### src/rtl/up_axi_pkg.sv
// Shared types for the AXI4-Lite to pcore up-bus bridge.
package up_axi_pkg;

    typedef enum logic [1:0] {
        W_IDLE,
        W_REQ,
        W_WAIT,
        W_RESP
    } w_state_t;

    typedef enum logic [1:0] {
        R_IDLE,
        R_REQ,
        R_WAIT,
        R_DATA
    } r_state_t;

    localparam logic [1:0] RESP_OKAY   = 2'b00;
    localparam logic [1:0] RESP_SLVERR = 2'b10;

endpackage

### src/rtl/up_axi_timeout.sv
// Ack-wait cycle counter; expired flags the last cycle of the wait window.
module up_axi_timeout #(
    parameter int CYCLES = 8
) (
    input  logic up_clk,
    input  logic up_rstn,
    input  logic clr,
    input  logic en,
    output logic expired
);

    localparam int CW = (CYCLES > 2) ? $clog2(CYCLES) : 1;
    localparam logic [CW-1:0] LAST = CW'(CYCLES - 1);

    logic [CW-1:0] count;

    always_ff @(posedge up_clk or negedge up_rstn) begin
        if (!up_rstn) begin
            count <= '0;
        end else if (clr) begin
            count <= '0;
        end else if (en && count != LAST) begin
            count <= count + 1'b1;
        end
    end

    assign expired = en && (count == LAST);

endmodule

### src/rtl/up_axi_bridge.sv
// AXI4-Lite slave to pcore up-bus bridge with independent read/write FSMs.
module up_axi_bridge
    import up_axi_pkg::*;
#(
    parameter int          ADDRESS_WIDTH  = 8,
    parameter int          TIMEOUT_CYCLES = 8,
    parameter logic [31:0] TIMEOUT_DATA   = 32'hdeaddead,
    parameter bit          ERR_RESP_EN    = 1'b1
) (
    input  logic                     up_clk,
    input  logic                     up_rstn,
    input  logic                     up_axi_awvalid,
    output logic                     up_axi_awready,
    input  logic [31:0]              up_axi_awaddr,
    input  logic                     up_axi_wvalid,
    output logic                     up_axi_wready,
    input  logic [31:0]              up_axi_wdata,
    input  logic [3:0]               up_axi_wstrb,
    output logic                     up_axi_bvalid,
    input  logic                     up_axi_bready,
    output logic [1:0]               up_axi_bresp,
    input  logic                     up_axi_arvalid,
    output logic                     up_axi_arready,
    input  logic [31:0]              up_axi_araddr,
    output logic                     up_axi_rvalid,
    input  logic                     up_axi_rready,
    output logic [1:0]               up_axi_rresp,
    output logic [31:0]              up_axi_rdata,
    output logic                     up_wreq,
    output logic [ADDRESS_WIDTH-1:0] up_waddr,
    output logic [31:0]              up_wdata,
    output logic [3:0]               up_wstrb,
    input  logic                     up_wack,
    output logic                     up_rreq,
    output logic [ADDRESS_WIDTH-1:0] up_raddr,
    input  logic [31:0]              up_rdata,
    input  logic                     up_rack,
    output logic                     up_timeout
);

    localparam logic [1:0] RESP_ERR = ERR_RESP_EN ? RESP_SLVERR : RESP_OKAY;

    w_state_t w_state, w_next;
    r_state_t r_state, r_next;

    logic alive;
    logic aw_held, w_held;
    logic aw_hs, w_hs, b_hs, ar_hs, r_hs;
    logic w_ok, w_to, r_ok, r_to;
    logic w_expired, r_expired;
    logic unused_addr;

    assign unused_addr = ^{up_axi_awaddr[31:ADDRESS_WIDTH+2], up_axi_awaddr[1:0],
                           up_axi_araddr[31:ADDRESS_WIDTH+2], up_axi_araddr[1:0]};

    // Ready outputs stay low while in reset, then follow the held flags.
    always_ff @(posedge up_clk or negedge up_rstn) begin
        if (!up_rstn) alive <= 1'b0;
        else          alive <= 1'b1;
    end

    assign up_axi_awready = alive && (w_state == W_IDLE) && !aw_held;
    assign up_axi_wready  = alive && (w_state == W_IDLE) && !w_held;
    assign up_axi_arready = alive && (r_state == R_IDLE);

    assign aw_hs = up_axi_awvalid && up_axi_awready;
    assign w_hs  = up_axi_wvalid && up_axi_wready;
    assign b_hs  = up_axi_bvalid && up_axi_bready;
    assign ar_hs = up_axi_arvalid && up_axi_arready;
    assign r_hs  = up_axi_rvalid && up_axi_rready;

    assign up_wreq       = (w_state == W_REQ);
    assign up_axi_bvalid = (w_state == W_RESP);
    assign up_rreq       = (r_state == R_REQ);
    assign up_axi_rvalid = (r_state == R_DATA);
    assign up_timeout    = w_to || r_to;

    up_axi_timeout #(.CYCLES(TIMEOUT_CYCLES)) u_w_timeout (
        .up_clk  (up_clk),
        .up_rstn (up_rstn),
        .clr     (w_state != W_WAIT),
        .en      (w_state == W_WAIT),
        .expired (w_expired)
    );

    up_axi_timeout #(.CYCLES(TIMEOUT_CYCLES)) u_r_timeout (
        .up_clk  (up_clk),
        .up_rstn (up_rstn),
        .clr     (r_state != R_WAIT),
        .en      (r_state == R_WAIT),
        .expired (r_expired)
    );

    always_comb begin
        w_next = w_state;
        w_ok   = 1'b0;
        w_to   = 1'b0;
        unique case (w_state)
            W_IDLE: begin
                if ((aw_held || aw_hs) && (w_held || w_hs)) w_next = W_REQ;
            end
            W_REQ: begin
                w_ok   = up_wack;
                w_next = up_wack ? W_RESP : W_WAIT;
            end
            W_WAIT: begin
                if (up_wack) begin
                    w_ok   = 1'b1;
                    w_next = W_RESP;
                end else if (w_expired) begin
                    w_to   = 1'b1;
                    w_next = W_RESP;
                end
            end
            W_RESP: begin
                if (up_axi_bready) w_next = W_IDLE;
            end
            default: w_next = W_IDLE;
        endcase
    end

    always_ff @(posedge up_clk or negedge up_rstn) begin
        if (!up_rstn) begin
            w_state      <= W_IDLE;
            aw_held      <= 1'b0;
            w_held       <= 1'b0;
            up_waddr     <= '0;
            up_wdata     <= '0;
            up_wstrb     <= '0;
            up_axi_bresp <= RESP_OKAY;
        end else begin
            w_state <= w_next;
            if (aw_hs) begin
                aw_held  <= 1'b1;
                up_waddr <= up_axi_awaddr[ADDRESS_WIDTH+1:2];
            end
            if (w_hs) begin
                w_held   <= 1'b1;
                up_wdata <= up_axi_wdata;
                up_wstrb <= up_axi_wstrb;
            end
            if (w_ok)      up_axi_bresp <= RESP_OKAY;
            else if (w_to) up_axi_bresp <= RESP_ERR;
            if (b_hs) begin
                aw_held      <= 1'b0;
                w_held       <= 1'b0;
                up_axi_bresp <= RESP_OKAY;
            end
        end
    end

    always_comb begin
        r_next = r_state;
        r_ok   = 1'b0;
        r_to   = 1'b0;
        unique case (r_state)
            R_IDLE: begin
                if (ar_hs) r_next = R_REQ;
            end
            R_REQ: begin
                r_ok   = up_rack;
                r_next = up_rack ? R_DATA : R_WAIT;
            end
            R_WAIT: begin
                if (up_rack) begin
                    r_ok   = 1'b1;
                    r_next = R_DATA;
                end else if (r_expired) begin
                    r_to   = 1'b1;
                    r_next = R_DATA;
                end
            end
            R_DATA: begin
                if (up_axi_rready) r_next = R_IDLE;
            end
            default: r_next = R_IDLE;
        endcase
    end

    always_ff @(posedge up_clk or negedge up_rstn) begin
        if (!up_rstn) begin
            r_state      <= R_IDLE;
            up_raddr     <= '0;
            up_axi_rdata <= '0;
            up_axi_rresp <= RESP_OKAY;
        end else begin
            r_state <= r_next;
            if (ar_hs) up_raddr <= up_axi_araddr[ADDRESS_WIDTH+1:2];
            if (r_ok) begin
                up_axi_rdata <= up_rdata;
                up_axi_rresp <= RESP_OKAY;
            end else if (r_to) begin
                up_axi_rdata <= TIMEOUT_DATA;
                up_axi_rresp <= RESP_ERR;
            end
            if (r_hs) begin
                up_axi_rdata <= '0;
                up_axi_rresp <= RESP_OKAY;
            end
        end
    end

endmodule
### config.mk
export PLATFORM = sky130hd
export DESIGN_NAME = up_axi_bridge
export DESIGN_NICKNAME = d
export VERILOG_FILES = /design/src/rtl/up_axi_pkg.sv /design/src/rtl/up_axi_timeout.sv /design/src/rtl/up_axi_bridge.sv
export SDC_FILE = /design/constraint.sdc
export NUM_CORES = 1
export LEC_CHECK = 0
export ABC_AREA = 1
export BUFFER_PORTS_ARGS = -buffer_cell sky130_fd_sc_hd__buf_2
export CORE_MARGIN = 8
export CORE_UTILIZATION = 30
export CTS_CLUSTER_SIZE = 28
export DETAILED_ROUTE_END_ITERATION = 12
export PLACE_DENSITY = 0.67
export SLEW_MARGIN = 20
export SYNTH_ARGS = -nofsm -noshare
export SYNTH_HDL_FRONTEND = slang
export SYNTH_SLANG_ARGS = --single-unit
export TNS_END_PERCENT = 20
### constraint.sdc
create_clock -name up_clk -period 1.7 [get_ports up_clk]
set_input_delay 0.085 -clock up_clk [delete_from_list [all_inputs] [get_ports up_clk]]
set_output_delay 0.085 -clock up_clk [all_outputs]
set_load 0.05 [all_outputs]
### Word level (Yosys, flattened, before mapping)

Index checks and enable logic that the tools add are counted.

* add/subtract/negate cells: 2
* muxes and demuxes: 39
* eq/ne operators: 18
* reduce and logical (&&, ||, !) cells: 29

Operators by type and width (number)
* 32-bit 2-to-1 mux: 3
* 2-bit 2-to-1 mux: 14
* 2-bit case mux with 4 select lines: 2
* 1-bit logical AND: 14
* 1-bit 2-to-1 mux: 14
* 3-bit 2-to-1 mux: 4
* 3-bit != test (second input constant): 4
* 2-bit == test (second input constant): 4
* 2-bit nonzero test: 4
* 3-bit by 1-bit adder with 3-bit output (second input constant): 2
* 3-bit == test (second input constant): 2
* 2-bit by 1-bit != test with 1-bit output (second input constant): 3
* 2-bit != test (second input constant): 3
* 3-bit AND reduction: 2
* 3-bit nonzero test: 2
* 2-bit by 1-bit == test with 1-bit output (second input constant): 2
* 2-bit logical NOT: 2
* 1-bit case mux with 2 select lines: 2
* 1-bit logical OR: 3
* 1-bit logical NOT: 2

* flip-flop bits (word level): 101
* output and inout port bits: 96
* logic and storage cells: 102
* bits of input ports: 141

### Logic depth before layout (Yosys ltp)

Gate-level depths: netlist of the first run.

* depth in word-level cells: 8
* mapped depth: 9

### Cells and area by module

A second synthesis of the first run with hierarchy kept.

* cells, all modules: 471
* area total of the unflattened synthesis: 4544.4 sq um

By module, submodules not included
* up_axi_bridge: times used 1, sequential area each 2327.2 sq um, cells an instance 427, area each 4196.5 sq um
* up_axi_timeout: times used 2, sequential area each 75.1 sq um, cells an instance 22, area each 173.9 sq um

### Worst setup path after synthesis of the first run

No wires, ideal clock.

* path kind: register -> register
* start: register r_state[0]
* end: register up_axi_rdata[13]
* data required time: 1571 ps
* path buffers: 0
* period minus slack after synthesis: 1652 ps
* stages on the path, launching flop included: 7
* arrival time: 1522 ps
* setup slack: 48 ps
* cells stage by stage: dfrtp_1 > ha_1 > nand2_1 > nand3_4 > inv_2 > nand2_1 > o21ai_0

* elaborated cells between the ends (all ways): 12
* those cells by class: 3 x eq/ne; 6 x mux; 3 x reduce/logical

RTL lines
* start: declaration: RTL line up_axi_bridge.sv:44 `r_state_t r_state, r_next;`
* start signal: assignment: RTL line up_axi_bridge.sv:187 `r_state <= r_next;`
* 2-bit == test *: RTL line up_axi_bridge.sv:75 `assign up_axi_rvalid = (r_state == R_DATA);`
* via up_axi_rvalid: RTL line up_axi_bridge.sv:25 `output logic up_axi_rvalid,`
* 1-bit logical AND *: RTL line up_axi_bridge.sv:70 `assign r_hs = up_axi_rvalid && up_axi_rready;`
* 3-bit nonzero test (no source line) or 32-bit 2-to-1 mux (tied branches)
* end signal: assignment: RTL line up_axi_bridge.sv:190 `up_axi_rdata <= up_rdata;`
* end: declaration: RTL line up_axi_bridge.sv:28 `output logic [31:0] up_axi_rdata,`

Mark *: on every way through the listed nets, which the timed path passes. The rest lies on a longest branch.
A chain may end at the register's enable or synchronous reset.

### Final worst setup path of the first run

* start: register w_state[1]
* end: output port up_axi_wready

* cells in the longest elaborated chain, start to end: 3

RTL lines
* start: declaration: RTL line up_axi_bridge.sv:43 `w_state_t w_state, w_next;`
* start signal: assignment: RTL line up_axi_bridge.sv:132 `w_state <= w_next;`
* 2-bit logical NOT: RTL line up_axi_bridge.sv:63 `assign up_axi_wready = alive && (w_state == W_IDLE) && !w_held;`
* 1-bit logical AND (2 in series): RTL line up_axi_bridge.sv:63
* end: declaration: RTL line up_axi_bridge.sv:16 `output logic up_axi_wready,`

No other way between the ends.

==> reports/metrics.csv, run 1 <==
stage;metric;value;unit
clocking;CTS buffer count;9;
power_and_ir_drop;PwrDens;2190;mW/mm²
floorplan;Die Area;0.0183;mm²
route;routed vias;3976;
route;vias per std cell;4.42;
logic_synthesis;Synth Instances;454;
setup_path;RR Endpoint;up_axi_rdata[12]$_DFFE_PN0P_;
timing;final hold slack;16.9;ps
floorplan;DIE HEIGHT;135;µm
power_and_ir_drop;switching power;7490;µW
logic_synthesis;Synth warnings;0;
finish;FILL cells;1323;
grt;number of global-route vias before repair;4080;
setup_path;Worst Setup End Kind;output pin;
timing;Final Hold Viols;0;
power_and_ir_drop;Switching Share;53.0;%
power_and_ir_drop;Peak supply drop;0.000910;V
setup_path;Critical Path Start;w_state[1]$_DFFE_PN0P_;
clocking;# H-tree levels;3;
logic_synthesis;synthesized flop and latch total;99;
setup_path;Req. time, crit path;1620;ps
route;drt drc;0;
finish;post-route cell area;0.00645;mm²
logic_synthesis;Synth area leaders;dfrtp_1 (58%), nand2_1 (10%), nand3_1 (6.6%), o21ai_0 (4.8%), nor2_1 (4.3%);
placement;count of input and output buffers;186;
floorplan;Initial Util;30.8;%
setup_path;reg2reg path depth;7;
logic_synthesis;main combinational cell family by area after synthesis;simple AND/OR/NAND/NOR gates;
setup_path;worst r2r src;r_state[0]$_DFFE_PN0P_;
timing;min Tclk post-route;1600;ps
placement;Placed Area;0.00543;mm²
placement;dpl ws;55.7;ps
timing;clock skew;6.29;ps
setup_path;capture point of the worst path;up_axi_wready;
grt;first-pass GRT wire length;20900;µm
route;drt pass-1 iters;5;
finish;layout cell share with drive strength beyond 1;34.2;%
logic_synthesis;mux contribution to synthesized area;2.11;%
timing;RSZ-0062 raised after global routing;yes;
power_and_ir_drop;Power, Total;14100;µW
clocking;CTS tree;done;
logic_synthesis;Synth Area in Simple Gates;23.5;%
outcome;status;completed;
setup_path;CP Launch Type;flip-flop;
finish;# nets final;871;
timing;Final WS setup;95.1;ps
grt;largest net degree at the start of global routing;44;
setup_path;Crit Path Class;reg2out;
power_and_ir_drop;P_int;6640;µW
clocking;Sink Count;99;
setup_path;r2r setup slk;110;ps
logic_synthesis;Post-Synth Adder-Cell Area;4.10;%
power_and_ir_drop;Sequential Power Share;28.9;%
floorplan;cell row count;43;
logic_synthesis;Yosys top cell by area;dfrtp_1;
placement;DP HPWL;8950;µm
finish;P&R area growth vs syn;51.0;%
timing;Final setup viols;0;
route;average wire per cell in the routed design;14.2;µm
setup_path;worst endpoint data arrival time;1520;ps
timing;fmax;623;MHz
floorplan;Die X;135;µm
clocking;CTS root buffer;clkbuf_16;
logic_synthesis;Distinct cells, synth;25;
power_and_ir_drop;Logic pwr share;57.0;%
logic_synthesis;Mean Syn Cell Area;9.41;µm²
route;drt initial violations;199;
floorplan;Core Region;0.0139;mm²
route;DRT Wirelength;12800;µm
logic_synthesis;sequential share of the synthesized area;58.0;%
job;# Max-Cap Violations;0;
floorplan;IO Count;237;
finish;Ant. Diodes;0;
clocking;Max Buffers Root-to-Sink;2;
route;Routed Antenna Nets;0;
logic_synthesis;Synth Area in XOR/XNOR;0;%
placement;gpl congestion;0.784;
worst_hold_path;Worst Hold Class;in2reg;
grt;initial antenna violation count;0;
power_and_ir_drop;Clk pwr share;14.1;%
setup_path;Crit Path Max Fanout;10;
grt;GR Util All Layers;14.2;%
timing;period utilization;94.4;%
grt;grt ovf;0;
timing;fin. max-slew vios;0;
clocking;Clock transition at path regs;70;ps
power_and_ir_drop;leakage power;0.00349;µW
logic_synthesis;area share of the largest cell type after synthesis;58.0;%
clocking;Skew-Pair Late Insertion Delay;340;ps
logic_synthesis;compound-gate portion of the synthesized area;5.77;%
logic_synthesis;synthesized area;0.00427;mm²
## worst max-delay path, stage by stage (launching register included)
cell     delay, ps
dfrtp_1        370
inv_1          130
ha_4           170
nand2_4         70
nor2_4         120
buf_6          150
buf_8          150
## state kept, by name, indices dropped and copies added, names as in the netlist
| signal | count |
|---|---|
| u_r_timeout.count | 3 |
| up_axi_bresp | 1 |
| alive | 1 |
| r_state | 2 |
| up_wstrb | 4 |
| up_wdata | 32 |
| aw_held | 1 |
| up_raddr | 8 |
| w_state | 2 |
| u_w_timeout.count | 3 |
| w_held | 1 |
| up_axi_rdata | 32 |
| up_axi_rresp | 1 |
| up_waddr | 8 |
## kinds of logic after synthesis
kind of cell    Yosys count
compound gates           48
fa+ha+maj                14
buf+inv                  50
flops                    99
mux                       8
other cells               2
simple gates            233
## power by group through the flow
stage,registers [µW],logic (µW),clock network (µW)
CTS,4070,7970,2080
floorplan,7630,2290,0
global route,4230,8650,2170
finish,4080,8060,1990
detailed placement,4100,7830,0
global placement,4060,7740,0
## timing repair
item / CTS / global route
resized for setup: 8 / 14
hold endpoints to repair: 145 / 0
hold buffers: 65 / 0
setup buffers: 0 / 3
pin swaps: 1 / 1
endpoints found under the setup margin: 3 / 31
## cell type report
type                       count  area, µm²  share of cell area [%]
sequential                    99       2480                    38.4
timing repair buffer         270       1790                    27.7
multi-input combinational    306       1560                    24.2
clock buffer                   9        225                    3.49
tap                          180        225                    3.49
inverter                      30        115                    1.78
clock inverter                 6       57.6                   0.892
## cells in the mapped netlist
cell      number
a221oi_1       1
ha_1          14
buf_2          4
clkbuf_2       1
nand3_1       56
nand2_1      118
buf_1          1
buf_4          3
conb_1         2
nor2_4         2
and2_1         1
inv_1         29
clkbuf_1       2
inv_2          1
o21ai_0       41
nand2_4        1
nor2_1        49
o21bai_1       1
a21oi_1        5
nand3_2        2
nand3_4        1
nand2_2        3
dfrtp_1       99
buf_6          9
mux2_2         8
## worst min path at each step
stage,cells after the start,startpoint,to,slack [ps]
floorplan,0,up_rstn,alive$_DFF_PN0_,-210
global placement,1,up_rstn,up_axi_rdata[22]$_DFFE_PN0P_,30
detailed placement,1,up_rstn,up_axi_rdata[22]$_DFFE_PN0P_,20
CTS,3,up_rdata[31],up_axi_rdata[31]$_DFFE_PN0P_,0.2
global route,3,up_axi_wdata[31],up_wdata[31]$_DFFE_PN0P_,10
finish,3,up_rdata[18],up_axi_rdata[18]$_DFFE_PN0P_,20
## routing by layer
layer,vias up,global-route usage [%],wire (µm),part of all wire [%]
li1,1977,-,-,-
met1,1851,17.6,5520,43
met2,127,22.6,6060,47
met3,21,3.93,884,6.9
met4,0,6.60,321,2.5
met5,-,0,0,0
## stage by stage
step                std cells  utilization, %  TNS (ps)
finish                    900            46.5         0
global route              900            46.5     -37.2
CTS                       897            46.0         0
detailed placement        817            39.1         0
global placement          817            39.1         0
floorplan                 455               -         0
## layout by cell type (no fill, tap or decap), types with 5 or more instances in the layout
cell and count:
nand2_1 118, mux2_2 8, nor2_1 49, a21oi_1 5, o21ai_0 38, dlygate4sd3_1 65
buf_2 181, buf_4 17, ha_1 10, nand3_1 54, dfrtp_1 98, clkbuf_16 9
inv_1 28
Note: power is estimated with default switching activity, not from simulation.
==> run 2, diff against run 1 <==
--- a/config.mk
+++ b/config.mk
@@ -6,13 +6,13 @@
 export NUM_CORES = 1
 export LEC_CHECK = 0
 export ABC_AREA = 1
+export ABC_CLOCK_PERIOD_IN_PS = 1400
 export BUFFER_PORTS_ARGS = -buffer_cell sky130_fd_sc_hd__buf_2
 export CORE_MARGIN = 8
 export CORE_UTILIZATION = 30
 export CTS_CLUSTER_SIZE = 28
 export DETAILED_ROUTE_END_ITERATION = 12
-export PLACE_DENSITY = 0.67
-export SLEW_MARGIN = 20
+export PLACE_DENSITY = 0.69
 export SYNTH_ARGS = -nofsm -noshare
 export SYNTH_HDL_FRONTEND = slang
 export SYNTH_SLANG_ARGS = --single-unit
==> constraint.sdc (replaced) <==
create_clock -name up_clk -period 1.4 [get_ports up_clk]
set_input_delay 0.07 -clock up_clk [delete_from_list [all_inputs] [get_ports up_clk]]
set_output_delay 0.07 -clock up_clk [all_outputs]
set_load 0.05 [all_outputs]
==> run 2 against run 1 <==
Net effect: sequential power rose by 24%; register-to-register slack got worse by 170 ps; sequential cell count unchanged; the flow now finishes with violations (setup timing); final cell count is 5.0% higher; critical path depth did not move.
==> reports/metrics.csv, run 2 (synthesized netlist as in run 1, its figures left out) <==
stage;metric;value;unit;change
timing;clock skew;6.53;ps;+0.236 ps
power_and_ir_drop;Sequential Power Share;26.5;%;-2.4 points
timing;fin. max-slew vios;0;;unchanged
timing;Final setup viols;60;;+60
route;drt initial violations;179;;-10%
power_and_ir_drop;Clk pwr share;15.0;%;+0.9 points
grt;number of global-route vias before repair;4431;;+8.6%
finish;commonest non-fill, non-tap cell in the layout;buf_2;;
floorplan;DIE HEIGHT;135;µm;unchanged
clocking;CTS buffer count;9;;unchanged
finish;most frequent cells in the layout;buf_2 (177), dfrtp_1 (99), nand2_1 (88);;
floorplan;Initial Util;30.8;%;unchanged
floorplan;Die Area;0.0183;mm²;unchanged
grt;largest net degree at the start of global routing;48;;+9.1%
setup_path;r2r setup slk;-60;ps;-170 ps
timing;period utilization;110;%;
power_and_ir_drop;switching power;9640;µW;+29%
timing;min Tclk post-route;1540;ps;
timing;RSZ-0062 raised after global routing;yes;;
floorplan;Core Region;0.0139;mm²;unchanged
power_and_ir_drop;Peak supply drop;0.00144;V;+59%
setup_path;WP buf/inv;2;;-1
setup_path;worst r2r src;u_r_timeout.count[0]$_DFFE_PN0P_;;
clocking;Sink Count;99;;unchanged
grt;initial antenna violation count;1;;+1
setup_path;Req. time, crit path;1330;ps;-290 ps
clocking;CTS root buffer;clkbuf_16;;
setup_path;Crit Path Max Fanout;2;;-8
finish;Largest regs;up_axi_rdata x32, up_wdata x32;;
setup_path;reg2reg path depth;8;;+1
finish;final core occ;52.9;%;+6.4 points
setup_path;Crit Path Class;reg2out;;
placement;Placed Area;0.00562;mm²;+3.4%
setup_path;CP Launch Type;flip-flop;;
finish;post-route cell area;0.00734;mm²;+14%
route;drt pass-1 iters;7;;+2
floorplan;Die X;135;µm;unchanged
finish;# nets final;913;;+4.8%
setup_path;CP delay by family, top;flip-flops;;
placement;Placed Instances;834;;+2.1%
clocking;# H-tree levels;3;;unchanged
power_and_ir_drop;Logic pwr share;58.5;%;+1.5 points
power_and_ir_drop;Power, Total;19000;µW;+34%
worst_hold_path;HP Start;up_rdata[23];;
grt;GR Util All Layers;15.0;%;+0.76 points
placement;count of input and output buffers;186;;unchanged
clocking;Skew-Pair Late Insertion Delay;340;ps;about the same
worst_hold_path;hold path depth;3;;unchanged
route;routed vias;4238;;+6.6%
placement;gpl congestion;0.744;;-5.1%
finish;layout cell share with drive strength beyond 1;43.3;%;+9.1 points
power_and_ir_drop;PwrDens;2590;mW/mm²;+18%
finish;P&R area growth vs syn;71.7;%;
timing;Final Hold Viols;0;;unchanged
finish;non-filler cells, final;945;;+5.0%
setup_path;Slowest-stage cell, CP;dfrtp_1;;
floorplan;IO Count;237;;unchanged
worst_hold_path;Worst Hold Class;in2reg;;
job;# Max-Cap Violations;0;;unchanged
outcome;status;complete, but fails checks;;
floorplan;cell row count;43;;unchanged
route;DRT Wirelength;14200;µm;+11%
timing;Final WS setup;-135;ps;-231 ps
setup_path;worst-path cell chain;ha_2, ha_4, nand3_2, buf_6, nand2_4, buf_8;;
worst_hold_path;worst hold endpoint;up_axi_rdata[23]$_DFFE_PN0P_;;
route;drt drc;0;;unchanged
route;Routed Antenna Nets;0;;unchanged
clocking;Max Buffers Root-to-Sink;2;;unchanged
power_and_ir_drop;P_int;9350;µW;+41%
outcome;failing checks;setup timing;;
setup_path;worst endpoint data arrival time;1470;ps;-50 ps
setup_path;RR Endpoint;up_axi_rdata[28]$_DFFE_PN0P_;;
power_and_ir_drop;leakage power;0.00380;µW;+8.7%
grt;grt ovf;0;;unchanged
setup_path;Worst Setup End Kind;output pin;;
grt;first-pass GRT wire length;22100;µm;+5.7%
setup_path;CP max stage delay;390;ps;+20 ps
placement;dpl ws;-131;ps;-187 ps
placement;DP HPWL;8930;µm;-0.26%
clocking;CTS tree;done;;
route;average wire per cell in the routed design;15.0;µm;+5.6%
power_and_ir_drop;Switching Share;50.8;%;-2.2 points
route;vias per std cell;4.48;;+1.5%
timing;fmax;651;MHz;
clocking;Clock transition at path regs;70;ps;about the same
-- run 2: timing repair --
| action | 4_1_cts | 5_1_grt |
|---|---|---|
| hold endpoints to repair | 172 | 0 |
| hold buffers | 74 | 0 |
| setup endpoints to repair | 87 | 98 |
| resized for setup | 50 | 66 |
| pin swaps | 7 | 7 |
| cloned | 0 | 5 |
| setup buffers | 11 | 3 |
-- run 2: area by class of cell --
cell class	count	area (µm²)
Fill cell	1250	6540
Clock inverter	6	114
Clock buffer	10	229
Tap cell	180	225
Sequential cell	99	2480
Timing Repair Buffer	312	2330
Inverter	30	115
Antenna cell	2	5.00
Multi-Input combinational cell	306	1840
-- run 2: worst reg2reg max path, stage by stage, from the launching register on --
cell and delay [ps]:
dfrtp_1 390, ha_2 200, ha_4 160, nand3_2 70, buf_4 120, nand3_4 80, buf_12 170, nor2_1 100
nor2_1 50
-- run 2: power by group through the flow --
stage          registers (µW)  clock network, µW  logic (µW)
2_1_floorplan            9270                  0        2790
3_3_place_gp             4900                  0        9760
3_5_place_dp             4960                  0        9910
4_1_cts                  4940               2940       10600
5_1_grt                  5220               3050       11900
6_report                 5040               2840       11100
-- run 2: layer usage --
metal | wire length, µm | global-route usage, % | share of wire [%]
met4 | 494 | 7.03 | 3.5
met1 | 5360 | 16.4 | 38
met2 | 7290 | 25.3 | 51
met3 | 1040 | 5.53 | 7.3
met5 | 0 | 0 | 0
-- run 2: worst max-delay path by stage --
| stage | cells past startpoint | slack [ps] | end | from |
|---|---|---|---|---|
| 6_report | 6 | -140 | up_timeout | u_r_timeout.count[0]$_DFFE_PN0P_ |
| 5_1_grt | 6 | -210 | up_timeout | u_r_timeout.count[0]$_DFFE_PN0P_ |
| 4_1_cts | 6 | -140 | up_timeout | u_r_timeout.count[1]$_DFFE_PN0P_ |
| 3_5_place_dp | 5 | -130 | up_axi_rdata[13]$_DFFE_PN0P_ | r_state[0]$_DFFE_PN0P_ |
| 3_3_place_gp | 5 | -60 | up_axi_rdata[4]$_DFFE_PN0P_ | r_state[0]$_DFFE_PN0P_ |
| 2_1_floorplan | 9 | -240 | r_state[0]$_DFFE_PN0P_ | r_state[0]$_DFFE_PN0P_ |
-- run 2: metrics by stage --
step	hold slack (ps)	setup TNS [ps]
after floorplan	-226	-5790
final	12.3	-2090
after detailed placement	0.843	-1710
after global routing	8.46	-7080
after CTS	1.29	-1890
after global placement	-7.40	-834
==> run 3, diff against run 2 <==
==> constraint.sdc (replaced) <==
create_clock -name up_clk -period 1.4 [get_ports up_clk]
set_input_delay 0.28 -clock up_clk [delete_from_list [all_inputs] [get_ports up_clk]]
set_output_delay 0.28 -clock up_clk [all_outputs]
set_load 0.05 [all_outputs]
==> run 3 against run 2 <==
Net effect: the run still ends with setup timing left; first-iteration DRC count shrank 36%; maximum frequency shrank 7.4%; clock-buffer cell count grew 2; sequential share of layout area grew 3.8 points; combinational power is essentially flat; non-clock buffer count shrank 73; critical path type unchanged; largest cell class unchanged; highest routed layer unchanged.
==> reports/metrics.csv, run 3 (synthesized netlist as in run 1, its figures left out) <==
stage;metric;value;unit;change
outcome;status;complete, but fails checks;;
outcome;failing checks;setup timing;;
floorplan;cell row count;43;;unchanged
finish;layout cell share with drive strength beyond 1;48.8;%;+5.6 points
grt;first-pass GRT wire length;19900;µm;-10%
setup_path;Crit Path Max Fanout;2;;unchanged
clocking;CTS buffer count;9;;unchanged
floorplan;Die X;135;µm;unchanged
clocking;Clock transition at path regs;70;ps;about the same
route;average wire per cell in the routed design;14.7;µm;-1.9%
route;DRT Wirelength;12800;µm;-9.7%
floorplan;DIE HEIGHT;135;µm;unchanged
timing;period utilization;118;%;+8.8 points
worst_hold_path;HP Start;up_wack;;
clocking;Skew-Pair Late Insertion Delay;340;ps;about the same
setup_path;Crit Path Class;reg2out;;
floorplan;Die Area;0.0183;mm²;unchanged
finish;# nets final;840;;-8.0%
setup_path;worst r2r src;w_state[1]$_DFFE_PN0P_;;
placement;count of input and output buffers;186;;unchanged
timing;Final Hold Viols;0;;unchanged
floorplan;Initial Util;30.8;%;unchanged
timing;fin. max-slew vios;0;;unchanged
route;vias per std cell;4.44;;-0.99%
placement;gpl congestion;0.732;;-1.7%
route;routed vias;3863;;-8.8%
setup_path;CP Launch Type;flip-flop;;
finish;P&R area growth vs syn;54.3;%;
clocking;CTS tree;done;;
placement;DP HPWL;9100;µm;+2.0%
clocking;Sink Count;99;;unchanged
timing;Final WS setup;-258;ps;-123 ps
finish;Largest regs;up_axi_rdata x32, up_wdata x32;;
power_and_ir_drop;PwrDens;2820;mW/mm²;+9.0%
job;# Max-Cap Violations;0;;unchanged
timing;RSZ-0062 raised after global routing;yes;;
setup_path;Critical Path Start;u_r_timeout.count[1]$_DFFE_PN0P_;;
finish;Ant. Diodes;0;;-2
route;drt drc;0;;unchanged
route;drt pass-1 iters;4;;-3
grt;largest net degree at the start of global routing;50;;+4.2%
setup_path;worst endpoint data arrival time;1380;ps;-90 ps
setup_path;Worst Setup End Kind;output pin;;
timing;min Tclk post-route;1660;ps;+123 ps
clocking;Max Buffers Root-to-Sink;2;;unchanged
route;Routed Antenna Nets;0;;unchanged
finish;final core occ;47.5;%;-5.4 points
setup_path;Req. time, crit path;1120;ps;-210 ps
route;drt initial violations;115;;-36%
clocking;# H-tree levels;3;;unchanged
clocking;CTS root buffer;clkbuf_16;;
floorplan;Core Region;0.0139;mm²;unchanged
power_and_ir_drop;Peak supply drop;0.00155;V;+7.6%
grt;initial antenna violation count;0;;-1
timing;fmax;603;MHz;-7.4%
timing;Final setup viols;80;;+33%
floorplan;IO Count;237;;unchanged
power_and_ir_drop;leakage power;0.00346;µW;-8.7%
placement;dpl ws;-143;ps;-12.2 ps
timing;clock skew;6.77;ps;+0.243 ps
worst_hold_path;Worst Hold Class;in2reg;;
grt;grt ovf;0;;unchanged
grt;GR Util All Layers;13.5;%;-1.4 points
finish;most frequent cells in the layout;buf_2 (177), dfrtp_1 (98), nand2_1 (82);;
finish;commonest non-fill, non-tap cell in the layout;buf_2;;
grt;number of global-route vias before repair;3982;;-10%
## run 3: cell count changes in the layout (fill, tap and decap cells not counted), sizes merged
cell,before,now
bufinv,3,1
clkbuf,13,15
diode,2,0
dlygate4sd3,74,1
## run 3: routing by layer
layer,wire (µm),GRT usage [%],share of wire (%)
met4,239,4.87,1.9
met3,936,5.19,7.3
met2,6450,23.0,50
met5,0,0,0
met1,5170,15.1,40
## run 3: path summary, 6_finish.rpt
| path | endpoint | slack [ps] | cells past startpoint |
|---|---|---|---|
| min in group asynchronous | up_waddr[6]$_DFFE_PN0P_ | 300 | 2 |
| max reg2reg | up_wdata[26]$_DFFE_PN0P_ | -210 | 10 |
| max in group asynchronous | r_state[1]$_DFFE_PN0P_ | 630 | 3 |
| max | up_timeout | -260 | 5 |
| min reg2reg | up_wdata[1]$_DFFE_PN0P_ | 470 | 2 |
| min | up_axi_bresp[1]$_DFFE_PN0P_ | 160 | 2 |
## run 3: critical path: stages (launching register included)
cell and delay, ps:
dfrtp_1 390, ha_2 210, ha_4 170, nand3_4 70
nand2_4 60, buf_8 140
## run 3: per-stage QoR
step | instance area (µm²) | std cells | power [µW] | setup TNS [ps] | hold slack [ps]
finish | 6590 | 870 | 18600 | -11920 | 158
CTS | 6160 | 858 | 18000 | -7320 | 150
global route | 6590 | 870 | 19800 | -19010 | 141
floorplan | 4280 | 455 | 12100 | -6080 | -15.6
global placement | 5610 | 837 | 14700 | -1840 | 99.5
detailed placement | 5610 | 837 | 14900 | -4390 | 99.5
## run 3: power breakdown
part,total [µW],internal (µW),switching [µW]
Combinational,11000,3300,7710
Clock,2500,1430,1070
Sequential,5080,4250,837
## run 3: final cells by class
type | instances | area (µm²)
fill | 1318 | 7290
clock buffer | 12 | 246
timing repair buffer | 239 | 1590
sequential | 99 | 2480
inverter | 30 | 118
multi-input combinational | 306 | 1890
clock inverter | 4 | 50.0
tap | 180 | 225
## run 3: what timing repair did
action	4_1_cts	5_1_grt
buffers inserted	4	8
hold buffers	1	0
pin swaps	7	8
hold endpoints to repair	99	0
gates resized for setup	60	74
gates cloned	0	4
setup endpoints to repair	96	98
